--- src/rtl/elastic_pipe_pkg.sv ---
// ------------------------------------------------------------------
// elastic_pipe_pkg : shared defaults and helpers for elastic_pipe
// Revision: 1.0
// ------------------------------------------------------------------
`default_nettype none

package elastic_pipe_pkg;

  localparam int EP_DEFAULT_WIDTH = 32;
  localparam int EP_DEFAULT_DEPTH = 4;

  // Ceiling log2 usable in parameter defaults on tools lacking $clog2.
  function automatic int ep_clog2(input int value);
    int result;
    int rem;
    result = 0;
    rem    = value - 1;
    while (rem > 0) begin
      result = result + 1;
      rem    = rem >> 1;
    end
    return result;
  endfunction

endpackage

`default_nettype wire

--- src/rtl/elastic_pipe_stage.sv ---
// ------------------------------------------------------------------
// pipe_stage : one valid/data register slice of elastic_pipe
// Revision: 1.0
// ------------------------------------------------------------------
`default_nettype none

module pipe_stage
  import elastic_pipe_pkg::*;
#(
  parameter int WIDTH = EP_DEFAULT_WIDTH
) (
  input  logic             clk,
  input  logic             reset,
  input  logic             flush,
  input  logic             load,
  input  logic [WIDTH-1:0] d_in,
  input  logic             v_in,
  output logic [WIDTH-1:0] d_out,
  output logic             v_out
);

  logic             r_valid;
  logic [WIDTH-1:0] r_data;

  // Flush drops valid only; data is kept so an emptied output holds its value.
  always_ff @(posedge clk) begin
    if (reset) begin
      r_valid <= 1'b0;
      r_data  <= '0;
    end else if (flush) begin
      r_valid <= 1'b0;
    end else if (load) begin
      r_valid <= v_in;
      r_data  <= d_in;
    end
  end

  assign d_out = r_data;
  assign v_out = r_valid;

endmodule

`default_nettype wire

--- src/rtl/elastic_pipe.sv ---
// ------------------------------------------------------------------
// elastic_pipe : bubble-collapsing valid/ready register pipeline
// Revision: 1.0
// ------------------------------------------------------------------
`default_nettype none

module elastic_pipe
  import elastic_pipe_pkg::*;
#(
  parameter int WIDTH = EP_DEFAULT_WIDTH,
  parameter int DEPTH = EP_DEFAULT_DEPTH,
  parameter int CNT_W = ep_clog2(DEPTH + 1)
) (
  input  logic             clk,
  input  logic             reset,
  input  logic             flush,
  input  logic             in_valid,
  output logic             in_ready,
  input  logic [WIDTH-1:0] in_data,
  output logic             out_valid,
  input  logic             out_ready,
  output logic [WIDTH-1:0] out_data,
  output logic [CNT_W-1:0] count
);

  logic [DEPTH-1:0] w_adv;
  logic [DEPTH-1:0] w_valid;
  logic [WIDTH-1:0] w_data [DEPTH];
  logic             w_push;
  logic             w_pop;
  logic             w_carry;
  logic [CNT_W-1:0] r_count;

  // Advance chain walks back from the output; in_ready therefore depends
  // combinationally on out_ready by design.
  always_comb begin
    w_adv   = '0;
    w_carry = out_ready || !w_valid[DEPTH-1];
    w_adv[DEPTH-1] = w_carry;
    for (int i = DEPTH - 2; i >= 0; i--) begin
      w_carry  = !w_valid[i] || w_carry;
      w_adv[i] = w_carry;
    end
  end

  for (genvar i = 0; i < DEPTH; i++) begin : g_stage
    if (i == 0) begin : g_first
      pipe_stage #(.WIDTH(WIDTH)) u_stage (
        .clk   (clk),
        .reset (reset),
        .flush (flush),
        .load  (w_adv[i]),
        .d_in  (in_data),
        .v_in  (in_valid),
        .d_out (w_data[i]),
        .v_out (w_valid[i])
      );
    end else begin : g_rest
      pipe_stage #(.WIDTH(WIDTH)) u_stage (
        .clk   (clk),
        .reset (reset),
        .flush (flush),
        .load  (w_adv[i]),
        .d_in  (w_data[i-1]),
        .v_in  (w_valid[i-1]),
        .d_out (w_data[i]),
        .v_out (w_valid[i])
      );
    end
  end

  assign in_ready  = w_adv[0] && !flush && !reset;
  assign out_valid = w_valid[DEPTH-1];
  assign out_data  = w_data[DEPTH-1];

  assign w_push = in_valid && in_ready;
  assign w_pop  = out_valid && out_ready;

  always_ff @(posedge clk) begin
    if (reset || flush) begin
      r_count <= '0;
    end else begin
      case ({w_push, w_pop})
        2'b10:   r_count <= r_count + CNT_W'(1);
        2'b01:   r_count <= r_count - CNT_W'(1);
        default: r_count <= r_count;
      endcase
    end
  end

  assign count = r_count;

endmodule

`default_nettype wire

--- config.mk ---
export PLATFORM = sky130hd
export DESIGN_NAME = elastic_pipe
export DESIGN_NICKNAME = d
export VERILOG_FILES = /design/src/rtl/elastic_pipe_pkg.sv /design/src/rtl/elastic_pipe_stage.sv /design/src/rtl/elastic_pipe.sv
export SDC_FILE = /design/constraint.sdc
export NUM_CORES = 1
export LEC_CHECK = 0
export ABC_AREA = 1
export CORE_AREA = 5 5 102 104
export DETAILED_ROUTE_END_ITERATION = 7
export DIE_AREA = 0 0 107 109
export PLACE_DENSITY = 0.87
export SETUP_SLACK_MARGIN = 0.1
export SYNTH_ARGS = -nofsm -noshare
export SYNTH_HDL_FRONTEND = slang
export SYNTH_SLANG_ARGS = --single-unit
--- constraint.sdc ---
create_clock -name clk -period 3.5 [get_ports clk]
set_input_delay 1.05 -clock clk [delete_from_list [all_inputs] [get_ports clk]]
set_output_delay 1.05 -clock clk [all_outputs]
set_load 0.005 [all_outputs]
==> results of run 1 <==
[layout by cell type (no fill, tap or decap), types with 8 or more instances in the layout]
cell / synthesis / routed
nor2_1: 232 / 232
buf_4: 5 / 9
nand2_1: 42 / 42
clkdlybuf4s50_1: 0 / 72
dfxtp_1: 135 / 135
nand3_1: 34 / 34
a21oi_1: 35 / 35
inv_1: 47 / 45
clkbuf_8: 0 / 8
clkbuf_16: 0 / 16
o21ai_0: 89 / 89
[metal layers]
metal | up-vias | track usage | share of wire
met4 | 0 | 0.0886 | 0.012
met3 | 14 | 0.0432 | 0.058
li1 | 2241 | - | -
met1 | 1963 | 0.240 | 0.44
met2 | 106 | 0.340 | 0.49
met5 | - | 0 | 0
[cells by family (layout without fill, tap and decap cells)]
family | Yosys count | after routing | synth area share
AOI/OAI and AO/OA | 132 | 132 | 0.131
adders and majority gates | 2 | 2 | 0.00644
buffers and inverters | 94 | 162 | 0.0844
DFF | 135 | 135 | 0.535
and+or+nand+nor | 312 | 312 | 0.243
[what timing repair did]
action,in CTS,in global routing
resized for setup,1,0
setup buffers,0,0
setup endpoints to repair,1,0
[stage by stage]
| step | cell area, µm² | setup WS [ns] |
|---|---|---|
| 6_report | 6420 | 0.284 |
| 5_1_grt | 6420 | 0.217 |
| 4_1_cts | 6420 | 0.273 |
| 3_5_place_dp | 5750 | 0.0166 |
| 3_3_place_gp | 5750 | 0.0529 |
| 2_1_floorplan | 5050 | 0.841 |
[where the power goes]
part	internal (mW)	leakage (nW)	switching, mW	total, mW
Clock	1.36	0.334	0.603	1.96
Combinational	0.154	1.42	0.171	0.325
Sequential	1.64	1.12	0.0496	1.69
Total	3.15	2.87	0.824	3.97
[sequential cells by signal (all words and copies together) (netlist names)]
register	cells
g_stage.g_rest.u_stage.d_out	96
g_stage.g_first.u_stage.d_out	32
count	3
g_stage.g_rest.u_stage.v_out	3
g_stage.g_first.u_stage.v_out	1
[worst max-delay path, cell delays in order]
cell and delay [ns]:
clkdlybuf4s50_1 0.46, nor2_4 0.13, nand4_1 0.11, inv_1 0.11, nor2_1 0.06, dlygate4sd2_1 0.26
[Yosys cell counts]
cell type,number,area share
clkbuf_2,1,0.00099
inv_1,47,0.035
buf_1,2,0.0015
buf_6,5,0.011
dfxtp_1,135,0.53
nor3b_1,1,0.0015
nand4_1,1,0.0012
nand2_1,42,0.031
fa_1,1,0.0040
o21ai_0,89,0.088
nand2_2,1,0.0012
inv_2,1,0.00074
buf_4,5,0.0074
o21ai_1,7,0.0069
ha_1,1,0.0025
clkbuf_1,20,0.015
nand3_1,34,0.034
a211oi_1,1,0.0015
nor2_4,1,0.0022
nor2_1,232,0.17
buf_2,13,0.013
a21oi_1,35,0.035
[final cells by class]
cell class	count	area (µm²)
fillers	689	3040
flip-flops and latches	135	2700
multi-input cells	446	1930
repair buffers	82	797
clock buffers	25	514
inverters	48	180
clock inverters	7	160
well taps	114	143
[worst max-delay path by stage]
stage                         start  endpoint  slack [ns]
after floorplan               flush  in_ready        0.84
after global placement    out_ready  in_ready        0.05
after detailed placement  out_ready  in_ready        0.02
after CTS                 out_ready  in_ready        0.27
after global routing      out_ready  in_ready        0.22
final                     out_ready  in_ready        0.28
==> reports/qor.csv, run 1 <==
metric,value,unit
PnR Total Power,3.97,mW
first-pass GRT wire length,18800,µm
CP max FO,2,
vias in the first global route,4208,
vias per inst,5.05,
CTS Sinks,135,
RSZ-0062 raised after global routing,false,
Layout Skew,0.00516,ns
Clock Tree Root,clkbuf_8,
Port Buf Inserts,73,
CTS tree,yes,
Worst Setup Start Kind,primary input,
CP required,2.45,ns
Min Hold Slack,0.453,ns
r2r endpoint,count[2]$_SDFFE_PP0P_,
setup TNS,0,ns
YS warnings,0,
Util after Layout,0.679,
Max Root-Sink Buffers,2,
share of cells above drive strength 1,0.0606,
mapped cell area,5050,µm²
Post-layout nets,769,
post-synthesis sequential area ratio,0.535,
total track usage,0.198,
Synth Register Bits,135,
pwr dens,619,nW/µm²
HP Start,g_stage[0].g_first.u_stage.v_out$_SDFFE_PP0N_,
number of setup violations in the final report,0,
# DRC,0,
Placeable Area,9460,µm²
antenna violations before repair,0,
vias post-DR,4324,
total grt overflow,0,
R2R Path Start,g_stage[3].g_rest.u_stage.v_out$_SDFFE_PP0P_,
H-tree Lvls,4,
Die Height,109,µm
Routed Antenna Nets,0,
routability-driven placement congestion ratio,0.734,
Tmin final,3.22,ns
maxcap violations,0,
placed cell count,825,
Initial Util,0.534,
Leak Pwr,2.87,nW
worst reg-to-reg setup slack,1.54,ns
syn_nets,714,
"Clk Latency, worst-skew pair",0.52,ns
drt initial violations,275,
CP arrival,2.17,ns
Worst Reg-to-Reg Cells,14,
count of cell types in the netlist,22,
Hold Crit Depth,2,
final worst path period share,0.919,
die area,11700,µm²
"Slew Viols, Final",0,
final std cells w/o fill,857,
status,completed,
Post-Synthesis Cells,675,
max frequency,311,MHz
hold worst-path end,g_stage[1].g_rest.u_stage.v_out$_SDFFE_PP0P_,
VDD IR-drop max,0.000301,V
WL/cell,12.6,µm
synthesized area per cell,7.49,µm²
Slew HR,0.336,
Hold Fails Final Rpt,0,
Crit Path Class,in -> out,
IO Pins,74,
CTS Buf Count,17,
P&R area growth vs syn,27.1,%
final WL,10800,µm
Worst-Margin Slew,0.996,ns
Hold WC Path Type,reg -> reg,
post-DP HPWL,6750,µm
CTS hold repair buffers,0,
ANT cells,0,
Setup crit end kind,output pin,
# rows,36,
Worst-path clk slew,0.06,ns
Die W,107,µm
DR pass1 iterations,6,
largest net degree at the start of global routing,129,
No activity file was read; power rests on OpenSTA's default activity.
==> inputs of run 2 (changes only) <==
--- a/config.mk
+++ b/config.mk
@@ -7,6 +7,7 @@
 export LEC_CHECK = 0
 export ABC_AREA = 1
 export CORE_AREA = 5 5 102 104
+export CTS_BUF_LIST = sky130_fd_sc_hd__clkbuf_16
 export DETAILED_ROUTE_END_ITERATION = 7
 export DIE_AREA = 0 0 107 109
 export PLACE_DENSITY = 0.87
==> run 2 against run 1 <==
Total power is 3.1% lower; largest power group unchanged; register-to-register slack is essentially flat; non-clock buffer count unchanged; combinational power is essentially flat; critical path type unchanged; sequential share of layout area increased by 0.39 points; final cell count stayed put.
==> reports/qor.csv, run 2 (same netlist as run 1, synthesis figures left out) <==
metric,value,unit,change
IO Pins,74,,unchanged
Hold Crit Depth,2,,unchanged
"Slew Viols, Final",0,,unchanged
VDD IR-drop max,0.000303,V,was 0.000301 V
slowest cell on the critical path,clkdlybuf4s50_1,,unchanged
first-pass GRT wire length,18600,µm,"was 18,800 µm"
setup TNS,0,ns,unchanged
Clock Tree Root,clkbuf_16,,was clkbuf_8
Buffers & Inverters on Critical Path,3,,unchanged
Max Root-Sink Buffers,2,,unchanged
PnR Total Power,3.85,mW,was 3.97 mW
r2r endpoint,count[2]$_SDFFE_PP0P_,,unchanged
Worst Reg-to-Reg Cells,14,,unchanged
antenna violations before repair,0,,unchanged
final WL,10700,µm,"was 10,800 µm"
HP Start,g_stage[0].g_first.u_stage.v_out$_SDFFE_PP0N_,,unchanged
Hold Fails Final Rpt,0,,unchanged
final worst path period share,0.919,,about the same
DR pass1 iterations,4,,was 6
post-CTS resize count,1,,unchanged
most frequent cells in the layout,"nor2_1 (232), dfxtp_1 (135), o21ai_0 (89), clkdlybuf4s50_1 (72), inv_1 (46)",,"was nor2_1 (232), dfxtp_1 (135), o21ai_0 (89), clkdlybuf4s50_1 (72), inv_1 (45)"
CP Cell Sequence,clkdlybuf4s50_1 > nor2_4 > nand4_1 > inv_1 > nor2_1 > dlygate4sd2_1,,unchanged
# DRC,0,,unchanged
total track usage,0.197,,was 0.198
CP arrival,2.17,ns,about the same
Die W,107,µm,unchanged
number of setup violations in the final report,0,,unchanged
routed length on met2,5130,µm,was 5360 µm
CTS Sinks,135,,unchanged
hold worst-path end,g_stage[1].g_rest.u_stage.v_out$_SDFFE_PP0P_,,unchanged
total grt overflow,0,,unchanged
placed cell count,825,,unchanged
met3 wire length,628,µm,was 624 µm
CP required,2.45,ns,about the same
CTS Buf Count,17,,unchanged
Hold WC Path Type,reg -> reg,,unchanged
Die Height,109,µm,unchanged
R2R Path Start,g_stage[3].g_rest.u_stage.v_out$_SDFFE_PP0P_,,unchanged
RSZ-0062 raised after global routing,false,,unchanged
Setup crit end kind,output pin,,unchanged
number of flip-flops in the largest register,96,,unchanged
Slew HR,0.336,,about the same
H-tree Lvls,4,,unchanged
Fill cells,707,,was 689
max frequency,311,MHz,about the same
vias per inst,5.06,,was 5.05
final std cells w/o fill,857,,unchanged
Initial Util,0.534,,unchanged
# rows,36,,unchanged
die area,11700,µm²,unchanged
status,completed,,unchanged
CTS tree,yes,,unchanged
maxcap violations,0,,unchanged
Post-layout nets,769,,unchanged
ANT cells,0,,unchanged
Crit Path Class,in -> out,,unchanged
Top Family by Delay on Critical Path,buffers and inverters,,unchanged
share of cells above drive strength 1,0.0511,,was 0.0606
CTS hold repair buffers,0,,unchanged
Worst-path clk slew,0.06,ns,about the same
Layout Skew,0.00625,ns,was 0.00516 ns
Worst Setup Start Kind,primary input,,unchanged
Placeable Area,9460,µm²,unchanged
Worst-Margin Slew,0.995,ns,was 0.996 ns
routability-driven placement congestion ratio,0.734,,unchanged
largest net degree at the start of global routing,129,,unchanged
Worst path max stage delay,0.46,ns,about the same
Tmin final,3.22,ns,about the same
post-DP HPWL,6750,µm,unchanged
drt initial violations,250,,was 275
WL/cell,12.5,µm,was 12.6 µm
"most common cell after layout, fill and taps aside",nor2_1,,unchanged
CP max FO,2,,unchanged
Leak Pwr,2.84,nW,was 2.87 nW
postcts setup bufs,0,,unchanged
P&R area growth vs syn,25.9,%,was 27.1%
pwr dens,605,nW/µm²,was 619 nW/µm²
vias post-DR,4335,,"was 4,324"
M1 wire length,4760,µm,was 4720 µm
Max Used Layer,met4,,unchanged
Port Buf Inserts,73,,unchanged
Routed Antenna Nets,0,,unchanged
worst reg-to-reg setup slack,1.54,ns,about the same
vias in the first global route,4194,,"was 4,208"
"Clk Latency, worst-skew pair",0.42,ns,was 0.52 ns
==> run 2: metal layers <==
| metal | track usage | vias up |
|---|---|---|
| met5 | 0 | - |
| met2 | 0.335 | 118 |
| met3 | 0.0527 | 21 |
| met4 | 0.0849 | 0 |
| li1 | - | 2232 |
| met1 | 0.236 | 1964 |
==> run 2: cell type report <==
type / count / area [µm²] / share of cell area
multi-input cells: 446 / 1930 / 0.303
clock buffers: 17 / 425 / 0.0669
flip-flops and latches: 135 / 2700 / 0.425
well taps: 114 / 143 / 0.0224
inverters: 48 / 180 / 0.0283
repair buffers: 82 / 797 / 0.125
clock inverters: 15 / 190 / 0.0299
==> run 2: power breakdown <==
group	internal, mW	switching, mW
sequential	1.64	0.0498
clock	1.24	0.602
combinational	0.154	0.170
total	3.03	0.822
==> run 2: how the worst max path moves through the flow <==
| stage | startpoint | to | slack, ns | cells past startpoint |
|---|---|---|---|---|
| floorplan | flush | in_ready | 0.84 | 4 |
| global placement | out_ready | in_ready | 0.05 | 6 |
| detailed placement | out_ready | in_ready | 0.02 | 6 |
| CTS | out_ready | in_ready | 0.27 | 6 |
| global route | out_ready | in_ready | 0.22 | 6 |
| finish | out_ready | in_ready | 0.28 | 6 |
==> run 2: through the flow <==
| stage | setup slack [ns] | util | instance area [µm²] | hold WS [ns] |
|---|---|---|---|---|
| after floorplan | 0.841 | - | 5050 | 0.430 |
| after global placement | 0.0529 | 0.608 | 5750 | 0.438 |
| after detailed placement | 0.0166 | 0.608 | 5750 | 0.446 |
| after CTS | 0.273 | 0.673 | 6360 | 0.452 |
| after global routing | 0.217 | 0.673 | 6360 | 0.488 |
| final | 0.284 | 0.673 | 6360 | 0.454 |
==> run 2: worst min-delay path, stage by stage, from the launching register on <==
cell     delay, ns
dfxtp_1       0.31
inv_1         0.05
a21oi_1       0.05
==> inputs of run 3 (changes only) <==
--- a/config.mk
+++ b/config.mk
@@ -7,7 +7,6 @@
 export LEC_CHECK = 0
 export ABC_AREA = 1
 export CORE_AREA = 5 5 102 104
-export CTS_BUF_LIST = sky130_fd_sc_hd__clkbuf_16
 export DETAILED_ROUTE_END_ITERATION = 7
 export DIE_AREA = 0 0 107 109
 export PLACE_DENSITY = 0.87
==> results of run 3 <==
Same layout as run 1: the final DEF is identical, and so are final timing and power.
